===== src/rtl/bakery_pkg.sv =====
`default_nettype none
// ============================================================================
// Module   : bakery_pkg
// Purpose  : Shared types and constants for the bakery model and its scheduler.
// Revision : 1.0
// ============================================================================
package bakery_pkg;

    typedef enum logic [1:0] {
        IDLE  = 2'd0,
        RUN   = 2'd1,
        FORCE = 2'd2
    } sched_st;

    // Feedback taps at bits 15, 13, 12 and 10.
    localparam logic [15:0] c_LFSR_TAPS    = 16'hB400;
    localparam logic [15:0] c_DEFAULT_SEED = 16'hACE1;

    // Program counter of one bakery process.
    typedef enum logic [2:0] {
        L_NCS      = 3'd0,
        L_CHOOSE   = 3'd1,
        L_MAXNUM   = 3'd2,
        L_SETNUM   = 3'd3,
        L_WAITCH   = 3'd4,
        L_WAITNUM  = 3'd5,
        L_CRIT     = 3'd6,
        L_EXIT     = 3'd7
    } loc;

    function automatic logic [15:0] lfsr_step(input logic [15:0] l);
        return {l[14:0], ^(l & c_LFSR_TAPS)};
    endfunction

endpackage : bakery_pkg
`default_nettype wire


===== src/rtl/bakery_lfsr16.sv =====
`default_nettype none
// ============================================================================
// Module   : bakery_lfsr16
// Purpose  : 16-bit Fibonacci LFSR (shift left) with enable and non-zero seed.
// Revision : 1.0
// ============================================================================
module bakery_lfsr16
    import bakery_pkg::*;
(
    input  logic        clock,
    input  logic        reset,
    input  logic        enable,
    input  logic [15:0] seed,
    output logic [15:0] lfsr,
    output logic [15:0] lfsr_next
);

    logic [15:0] r_lfsr;
    logic [15:0] w_seed_safe;

    // An all-zero state would lock the register, so a zero seed becomes 1.
    assign w_seed_safe = (seed == 16'h0000) ? 16'h0001 : seed;
    assign lfsr_next   = lfsr_step(r_lfsr);
    assign lfsr        = r_lfsr;

    always_ff @(posedge clock) begin
        if (reset) begin
            r_lfsr <= w_seed_safe;
        end else if (enable) begin
            r_lfsr <= lfsr_next;
        end
    end

endmodule : bakery_lfsr16
`default_nettype wire


===== src/rtl/bakery_sched.sv =====
`default_nettype none
// ============================================================================
// Module   : bakery_sched
// Purpose  : LFSR-driven select/pause schedule for the bakery model.
//            BAKERY_SCHED_FAIR_EN adds ageing, forced issue and a pause-run limit.
// Revision : 1.0
// ============================================================================
module bakery_sched
    import bakery_pkg::*;
#(
    parameter int          HIPROC   = 1,
    parameter int          SELMSB   = 1,
    parameter logic [15:0] SEED     = c_DEFAULT_SEED,
    parameter int          MAXWAIT  = 7,
    parameter int          PAUSEMAX = 3
) (
    input  logic            clock,
    input  logic            reset,
    input  logic            enable,
    output logic [SELMSB:0] select,
    output logic            pause,
    output logic            forced,
    output logic [HIPROC:0] starved
);

    localparam logic [SELMSB:0] c_HI_SEL = HIPROC[SELMSB:0];
    localparam logic [3:0]      c_MAXW   = MAXWAIT[3:0];
    localparam logic [3:0]      c_PMAX   = PAUSEMAX[3:0];

    logic [15:0]     w_lfsr;
    logic [15:0]     w_lfsr_next;
    logic [SELMSB:0] w_cand;
    logic            w_raw_pause;

    sched_st         r_state;
    sched_st         w_state_next;
    logic [SELMSB:0] r_rr;
    logic [SELMSB:0] w_rr_next;
    logic [SELMSB:0] r_select;
    logic [SELMSB:0] w_issue_sel;
    logic            r_pause;
    logic            w_pause_next;
    logic            r_forced;
    logic            w_issue_forced;
    logic            w_force_now;
    logic [SELMSB:0] w_force_idx;
    logic [HIPROC:0] w_starved_next;
    logic            w_unused;

    bakery_lfsr16 u_lfsr (
        .clock     (clock),
        .reset     (reset),
        .enable    (enable),
        .seed      (SEED),
        .lfsr      (w_lfsr),
        .lfsr_next (w_lfsr_next)
    );

    assign w_cand      = w_lfsr_next[SELMSB:0];
    assign w_raw_pause = w_lfsr_next[15] & w_lfsr_next[14];
    assign w_unused    = ^{w_lfsr, w_lfsr_next, c_MAXW, c_PMAX};

`ifdef BAKERY_SCHED_FAIR_EN
    logic [3:0]      r_age [HIPROC+1];
    logic [3:0]      w_age_next [HIPROC+1];
    logic [3:0]      r_streak;
    logic [3:0]      w_streak_next;
    logic [HIPROC:0] r_starved;

    assign w_force_now = (r_state == FORCE);
    assign starved     = r_starved;

    // Descending scan so the lowest starved index is the one left standing.
    always_comb begin
        w_force_idx = '0;
        for (int p = HIPROC; p >= 0; p--) begin
            if (r_age[p] == c_MAXW) begin
                w_force_idx = p[SELMSB:0];
            end
        end
    end

    always_comb begin
        w_starved_next = '0;
        for (int p = 0; p <= HIPROC; p++) begin
            if (w_issue_sel == p[SELMSB:0]) begin
                w_age_next[p] = 4'd0;
            end else if (r_age[p] == c_MAXW) begin
                w_age_next[p] = r_age[p];
            end else begin
                w_age_next[p] = r_age[p] + 4'd1;
            end
            w_starved_next[p] = (w_age_next[p] == c_MAXW);
        end
    end

    always_comb begin
        w_pause_next  = w_raw_pause;
        w_streak_next = w_raw_pause ? (r_streak + 4'd1) : 4'd0;
        if (r_streak == c_PMAX) begin
            w_pause_next  = 1'b0;
            w_streak_next = 4'd0;
        end
    end

    always_ff @(posedge clock) begin
        if (reset) begin
            for (int p = 0; p <= HIPROC; p++) begin
                r_age[p] <= 4'd0;
            end
            r_streak  <= 4'd0;
            r_starved <= '0;
        end else if (enable) begin
            for (int p = 0; p <= HIPROC; p++) begin
                r_age[p] <= w_age_next[p];
            end
            r_streak  <= w_streak_next;
            r_starved <= w_starved_next;
        end
    end
`else
    assign w_force_now    = 1'b0;
    assign w_force_idx    = '0;
    assign w_starved_next = '0;
    assign w_pause_next   = w_raw_pause;
    assign starved        = '0;
`endif

    // Out-of-range candidates fall back to the round-robin pointer.
    always_comb begin
        w_rr_next      = r_rr;
        w_issue_forced = 1'b0;
        if (w_cand > c_HI_SEL) begin
            w_issue_sel = r_rr;
            w_rr_next   = (r_rr == c_HI_SEL) ? '0 : (r_rr + 1'b1);
        end else begin
            w_issue_sel = w_cand;
        end
        if (w_force_now) begin
            w_issue_sel    = w_force_idx;
            w_issue_forced = 1'b1;
            w_rr_next      = r_rr;
        end
    end

    always_comb begin
        w_state_next = r_state;
        case (r_state)
            IDLE, RUN: w_state_next = (|w_starved_next) ? FORCE : RUN;
            FORCE:     w_state_next = RUN;
            default:   w_state_next = IDLE;
        endcase
    end

    always_ff @(posedge clock) begin
        if (reset) begin
            r_state  <= IDLE;
            r_rr     <= '0;
            r_select <= '0;
            r_pause  <= 1'b0;
            r_forced <= 1'b0;
        end else if (enable) begin
            r_state  <= w_state_next;
            r_rr     <= w_rr_next;
            r_select <= w_issue_sel;
            r_pause  <= w_pause_next;
            r_forced <= w_issue_forced;
        end
    end

    assign select = r_select;
    assign pause  = r_pause;
    assign forced = r_forced;

endmodule : bakery_sched
`default_nettype wire


===== config.mk =====
export PLATFORM = sky130hd
export DESIGN_NAME = bakery_sched
export DESIGN_NICKNAME = d
export VERILOG_FILES = /design/src/rtl/bakery_pkg.sv /design/src/rtl/bakery_lfsr16.sv /design/src/rtl/bakery_sched.sv
export SDC_FILE = /design/constraint.sdc
export NUM_CORES = 1
export LEC_CHECK = 0
export CORE_MARGIN = 1.5
export CORE_UTILIZATION = 31
export CTS_CLUSTER_SIZE = 10
export DETAILED_ROUTE_END_ITERATION = 8
export DONT_BUFFER_PORTS = 1
export PLACE_DENSITY = 0.47
export SKIP_LAST_GASP = 1
export SYNTH_ARGS = -nofsm -noshare
export SYNTH_HDL_FRONTEND = slang
export SYNTH_SLANG_ARGS = --single-unit

===== constraint.sdc =====
create_clock -name clock -period 1.77 [get_ports clock]
set_input_delay 0.354 -clock clock [delete_from_list [all_inputs] [get_ports clock]]
set_output_delay 0.354 -clock clock [all_outputs]
set_load 0.01 [all_outputs]

==> results.ini <==
[status]
status=completed

[min_path]
hold_path_class=input pin to flop
hp-start=reset

[worst_setup_path]
cp_max_fo=2
critPathLaunch=pause
cp-start-kind=flop
endpoint_kind=primary output
crit_required_ns=1.42
worstPathArrival_ns=0.70
r2r-start=u_lfsr.lfsr[13]
critPathKind=flop to primary output

[placement]
place_inst=105
dp_hpwl_um=794
port_buffers=0
place_congestion=0.658
dpl_cell_area_um2=803

[power_and_ir_drop]
power.total_w=0.000830
ir_worst_vdd_uv=640
p_int_w=0.000633
p_per_area_nw_per_um2=1000
power_leakage_nw=0.362
clkPwrFrac_pct=27.0
sw_frac_of_total_pct=23.8
p_sw_w=0.000197
combPwrFrac_pct=9.0
pwr-share-seq_pct=64.1

[clock_network]
clock_path_buffers=2
cts_buffers=3
clkLatencyLatePin_ns=0.29
path_clk_slew_ns=0.11
hold_buffers=0
cts.htree.levels=1
cts_tree=done
numClockSinks=21
cts_root_buffer=clkbuf_4
cts_resized=0
post_cts.repair.setup_buffers=0

[die]
initial_core_util_pct=32.6
io_pins=9
die_w_um=53.8
core_area_um2=2450
die_y_um=53.8
dieArea_um2=2900
rows=18

[layout]
stdcell_area_um2=830
multi_input_area_um2=338
drive_gt1_share_pct=6.33
final_cell_count_no_fill=109
register_area_um2=420
area_delta_synth_final_pct=3.59
antenna_cells=0
fin_util_pct=33.8
nets=83
fill_cells=245

[synthesis]
synth_top_area_share_pct=52.5
synth_area_um2=801
synth_area_leader_cell=dfxtp_1
ys_types=18
synthCells=79
ys_ff_latch=21
ys_seq_area_share_pct=52.5
avgSynthCellArea_um2=10.1
ys_top_cells_by_area=dfxtp_1 53%, mux2i_1 18%, nand2_1 5.2%
ys_warn_count=0

[timing]
finalSetupViolations=0
rsz0062_at_grt=false
finalCriticalPeriod_ns=1.05
hold_viol_final=0
fmax_mhz=952
finalCritPeriodShare_pct=59.3
fin_worst_skew_ns=0.00260
finalSetupTns_ns=0
drv_slew=0

[route]
dr.first_iter.drc_count=4
wl_met2_um=520
wl_met3_um=45
drtPass1Iterations=4
num_vias=491
antenna_left=0
drc=0
viasPerCell=4.50
maxUsedRoutingLayer=met4
wl_met1_um=649
routedWlPerCell_um=11.2
wirelength_mm=1.23

[global_routing]
first_global_vias=442
antenna_found_initial=0
gr-total-overflow=0
grtUsageTotal_pct=10.2
grt_pass1_wl_mm=2.04
grt_max_degree=23

[flow_run]
cap_viol_max_count=0

## power groups by stage
stage	combinational, W	clock, W	sequential, W
final	0.0000747	0.000224	0.000532
after global routing	0.0000850	0.000259	0.000538
after global placement	0.0000735	0	0.000543
after floorplan	0.0000845	0	0.000536
after CTS	0.0000751	0.000240	0.000532
after detailed placement	0.0000744	0	0.000543
## placed cells by master (no fill, tap or decap), types with 2 or more instances in the layout
cell and count:
a21oi_1 3, a31oi_1 2, clkbuf_4 3, conb_1 3
dfxtp_1 21, mux2i_1 14, nand2_1 11, nand3_1 3
nor2_1 8, xnor2_1 3
## cell usage after synthesis
| cell type | instances |
|---|---|
| a21oi_1 | 3 |
| nor2_1 | 8 |
| dfxtp_1 | 21 |
| xor2_1 | 1 |
| a31oi_1 | 2 |
| nand2_1 | 11 |
| nand3_1 | 3 |
| o41ai_2 | 1 |
| buf_4 | 5 |
| buf_2 | 1 |
| inv_1 | 1 |
| and4b_1 | 1 |
| mux2i_1 | 14 |
| conb_1 | 1 |
| xnor2_1 | 3 |
| and3_1 | 1 |
| inv_2 | 1 |
| nor3_1 | 1 |
## worst paths after layout
| path | end | depth (start not counted) | slack, ns |
|---|---|---|---|
| setup reg to reg | u_lfsr.lfsr[0] | 3 | 0.78 |
| hold reg to reg | u_lfsr.lfsr[1] | 2 | 0.47 |
| hold / removal | pause | 1 | 0.11 |
| setup / recovery | pause | 0 | 0.72 |
## cells by family (layout without fill, tap and decap cells)
family | count (synthesis) | in the layout | synth area share [%]
compound gates | 6 | 6 | 5.47
xor+xnor | 4 | 4 | 4.38
buf+inv | 8 | 6 | 6.25
flops | 21 | 21 | 52.5
mux | 14 | 14 | 17.5
other cells | 1 | 3 | 0.468
simple gates | 25 | 25 | 13.4
## per-stage QoR
step	hold slack (ns)	worst slack [ns]
after detailed placement	0.427	0.815
after global routing	0.0752	0.666
after floorplan	0.423	0.874
after global placement	0.426	0.813
after CTS	0.0950	0.701
final	0.108	0.720
## metal layers
layer  up-vias  global-route usage, %
met4         0                   3.85
met1       220                   13.3
met5         -                      0
met3         2                   5.28
li1        262                      -
met2         7                   14.0
## area by class of cell
class / count / area share [%]
clock buffer: 4 / 3.17
inverter: 2 / 0.905
multi-input combinational: 52 / 40.7
sequential: 21 / 50.7
tap: 30 / 4.52
## flip-flops by register name (all words and copies together), names as in the netlist
| name | count |
|---|---|
| pause | 1 |
| select | 2 |
| r_rr | 2 |
| u_lfsr.lfsr | 16 |
Power figures use the tool's default switching activity.
==> RTL change (same settings) <==
The option `BAKERY_SCHED_FAIR_EN` is turned on by a define.
--- a/src/rtl/bakery_sched.sv
+++ b/src/rtl/bakery_sched.sv
@@ -5,6 +5,8 @@
 //            BAKERY_SCHED_FAIR_EN adds ageing, forced issue and a pause-run limit.
 // Revision : 1.0
 // ============================================================================
+`define BAKERY_SCHED_FAIR_EN
+
 module bakery_sched
     import bakery_pkg::*;
 #(
Behaviour: same outputs for any inputs over 10 cycles, from zero or initial values and one cycle with reset high; that may be too few to reach the edited logic, so the function may still have changed.
==> RTL change against the original RTL <==
- the flow now finishes with violations (setup timing)
- utilization grew 7.3 points
- power grew 130%
- setup slack lost 1000 ps
- wire length grew to 2.6 times the old value
- clock power grew to 3.1 times the old value
- sequential cell count grew 17
- register-to-register slack lost 1100 ps
- non-clock buffer count grew 28
- area after synthesis grew 110%
- design area grew to 2.6 times the old value
- largest power group unchanged
- critical path depth grew 7
==> RTL change: results (changes against the original RTL) <==
Outcome
  – Status: finished with violations
  – Violated checks: setup timing

Route
  – Met1 wire length: 1554 um (+140%)
  – Vias/cell: 4.657 (+3.4%)
  – Post-DR wirelength/cell: 11.50 um (+2.2%)
  – Metal3 WL: 79 um (+76%)
  – Total length of routed met2 wires: 1482 um (+190%)
  – Initial DRC Count: 54 (+50)

STA
  – Setup TNS: -442.9 ps (-442.9 ps)
  – Clock skew: 7.350 ps (+4.755 ps)
  – WHS: 129.1 ps (+21.18 ps)
  – Setup ws final: -306.3 ps (-1026 ps)
  – Final setup fails: 2 (+2)

Clock network
  – Root Driver: clkbuf_8
  – Clk slew on worst S/H paths: 80 ps (-30 ps)
  – H-Tree Depth: 2 (+1)
  – Num CTS Buffers: 5 (+2)

Global route
  – Vias in the first global route: 1235 (+180%)
  – Largest net degree at the start of global routing: 38 (+65%)
  – First-pass GRT wire length: 5513 um (+170%)
  – Tot GR Track Use: 11.63% (+1.5 points)

Placed design
  – Placed wire-length estimate: 2191 um (+180%)
  – Routability congestion estimate: 0.7050 (+7.1%)

Synth
  – Area contributors post-synth: dfxtp_1 36%, edfxtp_1 14%, nor2_1 6.9%
  – Post-synth top cells: 31 x nor2_1, 30 x dfxtp_1, 9 x mux2i_1
  – Post-synth cell types: 37 (+19)
  – Post-synth EDFFs: 8 (+8)
  – Sequential element share of the synthesized area: 49.81% (-2.7 points)

Layout
  – Nets@finish: 209 (+150%)
  – Fill count: 502 (+100%)
  – Antenna Cells: 0 (unchanged)
  – Share of layout cells above drive strength 1: 23.04% (+17 points)

Setup path
  – R2r startpoint: r_age[0][1]$_SDFFCE_PN0P_
  – Worst Reg-to-Reg Cells: 7 (+4)
  – Reg-to-reg endpoint: r_state[1]$_SDFFE_PP0P_
  – Setup CP Type: flip-flop to flip-flop
  – CP Max Fanout: 3 (+1)

Pwr
  – Maximum VDD drop: 0.0002739 V (-57%)
  – Leak: 0.8642 nW (+140%)

Min path
  – Worst hold path type: primary input to flip-flop
[RTL change: changes by cell type in the layout (fill, tap and decap cells not counted), moves of 6 or more]
cell | before | now
buf_4 | 0 | 28
a211o_1 | 0 | 6
clkbuf_8 | 0 | 6
dfxtp_1 | 21 | 30
nor2b_1 | 0 | 8
nor2_1 | 8 | 28
edfxtp_1 | 0 | 8
[RTL change: worst min-delay path by stage]
stage / from / endpoint / cells past startpoint
finish: reset / r_streak[0]$_SDFFE_PP0P_ / 1
global route: reset / r_state[1]$_SDFFE_PP0P_ / 1
CTS: reset / r_state[0]$_SDFFE_PP0P_ / 1
detailed placement: reset / u_lfsr.lfsr[14]$_SDFFE_PP0P_ / 1
global placement: reset / r_streak[0]$_SDFFE_PP0P_ / 1
floorplan: r_rr[1]$_SDFFE_PP0P_ / r_rr[1]$_SDFFE_PP0P_ / 2
[RTL change: cell type report]
cell class	instances	area, sq um	area share, %
inverters	4	15.01	0.7071
flip-flops and latches	38	840.8	39.60
well taps	70	87.58	4.125
clock buffers	8	111.4	5.245
repair buffers	28	210.2	9.900
multi-input cells	126	858.3	40.42
[RTL change: logic make-up after synthesis]
kind of cell,Yosys count,synth area share (%)
adders and majority gates,3,2.224
AOI/OAI and AO/OA,35,14.75
buffers and inverters,11,2.520
xor gates and xnor gates,9,4.670
DFF,38,49.81
and+or+nand+nor,69,20.02
muxes,10,6.005
[RTL change: metrics by stage]
stage	util, %	setup slack [ps]	cells	area [sq um]
after floorplan	-	-237.9	175	1709
after global placement	37.83	-228.1	263	1957
after detailed placement	37.83	-295.9	263	1957
after CTS	40.15	-311.2	271	2077
after global routing	41.05	-380.4	274	2123
final	41.05	-306.3	274	2123
[RTL change: timing repair]
item	4_1_cts	5_1_grt
gates resized for setup	1	7
buffers inserted	0	3
setup endpoints to repair	7	12
pin swaps	2	3
[RTL change: report_power, final]
group	internal (mW)	switching (mW)	total [mW]
Combinational	0.147	0.114	0.261
Clock	0.403	0.296	0.698
Sequential	0.937	0.0383	0.975
[RTL change: per-layer routing]
layer  vias to the layer above  GRT usage (%)
met4                         0          5.000
met1                       587          13.73
li1                        675              -
met2                        10          19.20
met5                         -              0
met3                         4          3.810
[RTL change: worst max-delay path, cell delays in order (launching register included)]
cell	delay, ps
edfxtp_1	440
ha_4	290
inv_1	40
o32a_1	360
o21bai_1	120
o21ba_1	160
or4b_1	480
a21oi_2	130
